==> src/rtl/axi_lite_master_arb.sv <==
// axi_lite_master_arb: round-robin arbiter for two requesters sharing one AXI-lite master port
module axi_lite_master_arb #(
  parameter int ADDR_W = 32,
  parameter int DATA_W = 32
) (
  input  logic                    ACLK,
  input  logic                    ARESET,
  input  logic [1:0]              req_valid,
  output logic [1:0]              req_ready,
  input  logic [1:0]              req_write,
  input  logic [2*ADDR_W-1:0]     req_addr,
  input  logic [2*DATA_W-1:0]     req_wdata,
  input  logic [2*DATA_W/8-1:0]   req_wstrb,
  output logic [1:0]              rsp_valid,
  output logic [DATA_W-1:0]       rsp_rdata,
  output logic [1:0]              rsp_resp,
  output logic                    busy,
  output logic                    grant_id,
  output logic [ADDR_W-1:0]       AWADDR,
  output logic                    AWVALID,
  input  logic                    AWREADY,
  output logic [DATA_W-1:0]       WDATA,
  output logic [DATA_W/8-1:0]     WSTRB,
  output logic                    WVALID,
  input  logic                    WREADY,
  input  logic [1:0]              BRESP,
  input  logic                    BVALID,
  output logic                    BREADY,
  output logic [ADDR_W-1:0]       ARADDR,
  output logic                    ARVALID,
  input  logic                    ARREADY,
  input  logic [DATA_W-1:0]       RDATA,
  input  logic [1:0]              RRESP,
  input  logic                    RVALID,
  output logic                    RREADY
);
  localparam int SW = DATA_W / 8;
  typedef enum logic [2:0] {IDLE, WR_REQ, WR_RESP, RD_REQ, RD_DATA, RESP} state_t;
  state_t state_q, state_d;
  logic [ADDR_W-1:0] addr_q, addr_d;
  logic [DATA_W-1:0] wdata_q, wdata_d, rdata_q, rdata_d;
  logic [SW-1:0] wstrb_q, wstrb_d;
  logic [1:0] resp_q, resp_d, rsp_valid_q, rsp_valid_d;
  logic grant_q, grant_d, prio_q, prio_d;
  logic awvalid_q, awvalid_d, wvalid_q, wvalid_d, arvalid_q, arvalid_d;
  logic bready_q, bready_d, rready_q, rready_d;
  logic pick, wr;
  // prio_q names the requester that wins when both ask at once
  assign pick = (req_valid[0] && req_valid[1]) ? prio_q : req_valid[1];
  assign wr = req_write[pick];
  assign req_ready = (state_q == IDLE && |req_valid) ? (pick ? 2'b10 : 2'b01) : 2'b00;
  always_comb begin
    state_d = state_q;
    addr_d = addr_q;
    wdata_d = wdata_q;
    wstrb_d = wstrb_q;
    rdata_d = rdata_q;
    resp_d = resp_q;
    grant_d = grant_q;
    prio_d = prio_q;
    awvalid_d = awvalid_q;
    wvalid_d = wvalid_q;
    arvalid_d = arvalid_q;
    bready_d = bready_q;
    rready_d = rready_q;
    rsp_valid_d = 2'b00;
    case (state_q)
      IDLE: if (|req_valid) begin
        grant_d = pick;
        prio_d = ~pick;
        addr_d = pick ? req_addr[ADDR_W +: ADDR_W] : req_addr[0 +: ADDR_W];
        wdata_d = pick ? req_wdata[DATA_W +: DATA_W] : req_wdata[0 +: DATA_W];
        wstrb_d = pick ? req_wstrb[SW +: SW] : req_wstrb[0 +: SW];
        rdata_d = '0;
        resp_d = 2'b00;
        awvalid_d = wr;
        wvalid_d = wr;
        arvalid_d = ~wr;
        state_d = wr ? WR_REQ : RD_REQ;
      end
      WR_REQ: begin
        if (AWREADY) awvalid_d = 1'b0;
        if (WREADY) wvalid_d = 1'b0;
        if (!awvalid_d && !wvalid_d) begin
          bready_d = 1'b1;
          state_d = WR_RESP;
        end
      end
      WR_RESP: if (BVALID) begin
        resp_d = BRESP;
        bready_d = 1'b0;
        rsp_valid_d = grant_q ? 2'b10 : 2'b01;
        state_d = RESP;
      end
      RD_REQ: if (ARREADY) begin
        arvalid_d = 1'b0;
        rready_d = 1'b1;
        state_d = RD_DATA;
      end
      RD_DATA: if (RVALID) begin
        rdata_d = RDATA;
        resp_d = RRESP;
        rready_d = 1'b0;
        rsp_valid_d = grant_q ? 2'b10 : 2'b01;
        state_d = RESP;
      end
      default: state_d = IDLE;
    endcase
  end
  always_ff @(posedge ACLK) begin
    if (ARESET) begin
      state_q <= IDLE;
      addr_q <= '0;
      wdata_q <= '0;
      wstrb_q <= '0;
      rdata_q <= '0;
      resp_q <= 2'b00;
      grant_q <= 1'b0;
      prio_q <= 1'b0;
      awvalid_q <= 1'b0;
      wvalid_q <= 1'b0;
      arvalid_q <= 1'b0;
      bready_q <= 1'b0;
      rready_q <= 1'b0;
      rsp_valid_q <= 2'b00;
    end else begin
      state_q <= state_d;
      addr_q <= addr_d;
      wdata_q <= wdata_d;
      wstrb_q <= wstrb_d;
      rdata_q <= rdata_d;
      resp_q <= resp_d;
      grant_q <= grant_d;
      prio_q <= prio_d;
      awvalid_q <= awvalid_d;
      wvalid_q <= wvalid_d;
      arvalid_q <= arvalid_d;
      bready_q <= bready_d;
      rready_q <= rready_d;
      rsp_valid_q <= rsp_valid_d;
    end
  end
  assign AWADDR = addr_q;
  assign ARADDR = addr_q;
  assign WDATA = wdata_q;
  assign WSTRB = wstrb_q;
  assign AWVALID = awvalid_q;
  assign WVALID = wvalid_q;
  assign ARVALID = arvalid_q;
  assign BREADY = bready_q;
  assign RREADY = rready_q;
  assign rsp_valid = rsp_valid_q;
  assign rsp_rdata = rdata_q;
  assign rsp_resp = resp_q;
  assign busy = state_q != IDLE;
  assign grant_id = grant_q;
endmodule

==> config.mk <==
export PLATFORM = sky130hd
export DESIGN_NAME = axi_lite_master_arb
export DESIGN_NICKNAME = d
export VERILOG_FILES = /design/src/rtl/axi_lite_master_arb.sv
export SDC_FILE = /design/constraint.sdc
export NUM_CORES = 1
export LEC_CHECK = 0
export ABC_AREA = 1
export CAP_MARGIN = 20
export CORE_AREA = 2 2 127 129
export CTS_CLUSTER_DIAMETER = 150
export DETAILED_ROUTE_END_ITERATION = 7
export DIE_AREA = 0 0 129 131
export PLACE_DENSITY = 0.82
export SKIP_LAST_GASP = 1
export SYNTH_ARGS = -nofsm -noshare
export SYNTH_HDL_FRONTEND = slang
export SYNTH_SLANG_ARGS = --single-unit
==> constraint.sdc <==
create_clock -name ACLK -period 2.75 [get_ports ACLK]
set_clock_uncertainty 0.1 [all_clocks]
set_input_delay 0.825 -clock ACLK [delete_from_list [all_inputs] [get_ports ACLK]]
set_output_delay 0.825 -clock ACLK [all_outputs]
set_load 0.02 [all_outputs]
==> key figures <==
Global route
  • Vias in the first global route: 5,305
  • Maximum number of pins on one net before global-route repair: 70
  • First-pass GRT wire length: 26.4 mm
  • Antenna violations before repair: 0
  • Overall global routing resource usage: 0.201
  • Overflow after GRT: 0

STA
  • Final slew viol count: 0
  • RSZ-0062 raised after global routing: no
  • Worst relative slew slack: 0.490
  • Final hold violations: 0
  • Share of the clock period used by the worst path: 0.941
  • Worst Max-Slew Pin Slew: 0.766 ns
  • Aggregate negative setup slack: 0 ns
  • Final setup violating endpoints: 0
  • Final hold slack: 0.350 ns
  • Final worst path period need: 2.59 ns
  • Worst setup margin: 0.163 ns
  • Maximum clock frequency: 0.387 GHz

Detailed routing
  • Routed length on met2: 8.68 mm
  • DRC violations left: 0
  • Count of vias placed by the detailed router: 5,619
  • Average vias per placed instance: 4.63
  • Uppermost routed layer: met4
  • Number of violations reported at the end of detailed-routing iteration 0: 374
  • Met1 wire length: 6.91 mm
  • Routed length on met3: 1.65 mm
  • 1st-pass router iterations: 4
  • Number of antenna-violating nets in the routed design: 0
  • Total Routed Length: 17.6 mm
  • Detail-routed net length per standard cell: 14.5 um

Worst setup path
  • Worst r2r src: state_q[1]
  • Worst setup SP type: register
  • Largest fanout on the critical path: 7
  • Critical R2R Capture: WDATA[10]
  • Worst setup slack for register-to-register paths: 0.72 ns
  • R2R depth: 8
  • Crit path kind: reg -> out
  • Endpoint type of the worst setup path: primary output
  • Crit path capture: busy
  • Data arrival time of the worst path: 1.66 ns
  • CP required: 1.83 ns
  • Beginning of the critical path: state_q[1]

CTS
  • Maximum clock path buffer count: 2
  • Total clock buffers created by CTS: 17
  • Hold Buf Count CTS: 0
  • H-Tree Level Count: 4
  • Clock Tree Root: sky130_fd_sc_hd__clkbuf_16
  • Insertion delay to the later sink of the worst-skew pair: 0.41 ns
  • CTS Sinks: 114
  • Clock tree from TritonCTS: built
  • Clock-pin slew on the worst setup and hold paths: 0.05 ns

Finish
  • Final instance area: 8810 sq um
  • Layout cell share with drive strength beyond 1: 0.0591
  • End-of-flow core utilization: 0.565
  • # diodes: 0
  • Layout area overhead: 78.2%
  • Final #Nets: 1,168

Floorplan
  • Overall die area: 16,900 sq um
  • Effective utilization at floorplan: 0.317
  • Number of primary I/O pins: 328
  • Rows: 46
  • Core area: 15,600 sq um
  • Floorplan die height: 131 um
  • Horizontal die dimension: 129 um

Placed design
  • Detailed Place HPWL: 13.0 mm
  • Last weighted congestion value of the routability-driven placer: 0.858
  • Placed Instance Area: 8190 sq um
  • Count of input and output buffers: 327
  • Pre-CTS WS: -0.459 ns

Synth
  • Fraction of post-synthesis cell area in the top cell type by area: 0.461
  • Register bit total from synthesis: 114
  • Fraction of registers with async set/reset: 0
  • Average footprint of a synthesized cell: 7.06 sq um
  • Most used standard cells in the synthesized netlist: sky130_fd_sc_hd__nand2_1 (312), sky130_fd_sc_hd__dfxtp_1 (114), sky130_fd_sc_hd__a31oi_1 (68)
  • Area of the mapped netlist: 4950 sq um
  • Library cell with the largest summed area after synthesis: sky130_fd_sc_hd__dfxtp_1
  • Most common cell in the synthesized netlist: sky130_fd_sc_hd__nand2_1
  • Largest cells by area after synthesis: sky130_fd_sc_hd__dfxtp_1 (46%), sky130_fd_sc_hd__nand2_1 (24%), sky130_fd_sc_hd__a31oi_1 (8.6%)
  • Post-Syn Instances: 701
  • Number of different library cells in the post-synthesis netlist: 24
  • Number of flops mapped to enable cells by yosys: 0
  • Synth warnings: 0
  • Sequential share of the synthesized area: 0.461
  • Synthesized net count: 884
  • Most frequently used flop master after synthesis: sky130_fd_sc_hd__dfxtp_1

Status
  • Outcome: finished, final reports clean

Hold path
  • Min-delay worst type: reg -> reg

Pwr
  • Leakage dissipation: 3.39 nW
  • Worst ir drop on vdd: 588 uV
  • Power density over the cells: 1060 nW/um^2

Job
  • Max-cap viol count: 0
routing by layer:
layer | vias up | track usage
met4 | 0 | 0.0857
met3 | 30 | 0.0761
met5 | - | 0
li1 | 2803 | -
met2 | 265 | 0.342
met1 | 2521 | 0.226
cells in the final DEF (no fill, tap or decap), drive strengths merged, types with 3 or more instances in the layout:
cell type / instances
dfxtp: 114
nand2: 314
nor2: 47
nor3: 3
a31oi: 68
clkinv: 5
buf: 15
clkbuf: 21
bufinv: 3
a21oi: 11
nand3: 10
inv: 25
o21ai: 32
clkdlybuf4s50: 322
layout make-up:
cell class,instances,area [sq um]
clock inverters,11,154
repair buffers,339,3410
flip-flops and latches,114,2280
well taps,216,270
fillers,1367,6780
clock buffers,21,460
inverters,24,90.1
multi-input cells,489,2150
where the power goes:
part / switching, W / leakage, nW / internal, W
Clock: 0.000802 / 0.294 / 0.00148
Sequential: 0.000353 / 0.938 / 0.00220
Combinational: 0.00252 / 2.16 / 0.00199
Total: 0.00367 / 3.39 / 0.00567
timing repair:
item | in CTS | in global routing
gates cloned | 0 | 0
pin swaps | 0 | 1
setup endpoints to repair | 2 | 2
buffers inserted | 0 | 0
resized for setup | 10 | 7
how the worst min path moves through the flow:
stage | cells after the start | endpoint | slack (ns) | from
detailed placement | 1 | rsp_valid[0] | 0.34 | grant_id
CTS | 1 | rsp_valid[0] | 0.35 | grant_id
floorplan | 2 | prio_q | 0.34 | prio_q
global route | 1 | rsp_valid[0] | 0.37 | grant_id
global placement | 1 | rsp_valid[0] | 0.34 | grant_id
finish | 1 | rsp_valid[0] | 0.35 | grant_id
state kept, by name (all words and copies together) (netlist names):
register,flops
ARADDR,32
WDATA,32
rsp_rdata,32
WSTRB,4
state_q,3
rsp_resp,2
rsp_valid,2
ARVALID,1
AWVALID,1
BREADY,1
RREADY,1
WVALID,1
grant_id,1
prio_q,1
worst max-delay path, cell delays in order (launching register included):
cell,delay (ns)
sky130_fd_sc_hd__dfxtp_2,0.41
sky130_fd_sc_hd__nor2_4,0.08
sky130_fd_sc_hd__nand2_2,0.14
sky130_fd_sc_hd__clkdlybuf4s50_1,0.63
stage by stage:
step | power, W | cells
after CTS | 0.00942 | 1214
after global routing | 0.00995 | 1214
after floorplan | 0.00517 | 701
after global placement | 0.00701 | 1182
after detailed placement | 0.00710 | 1182
final | 0.00934 | 1214
kinds of logic (layout without fill, tap and decap cells):
group           after synthesis  after routing  synth area share
simple gates                374            374             0.293
flops                       114            114             0.461
compound gates              115            115             0.138
buf+inv                      98            395             0.108
Note: power is estimated with default switching activity, not from simulation.
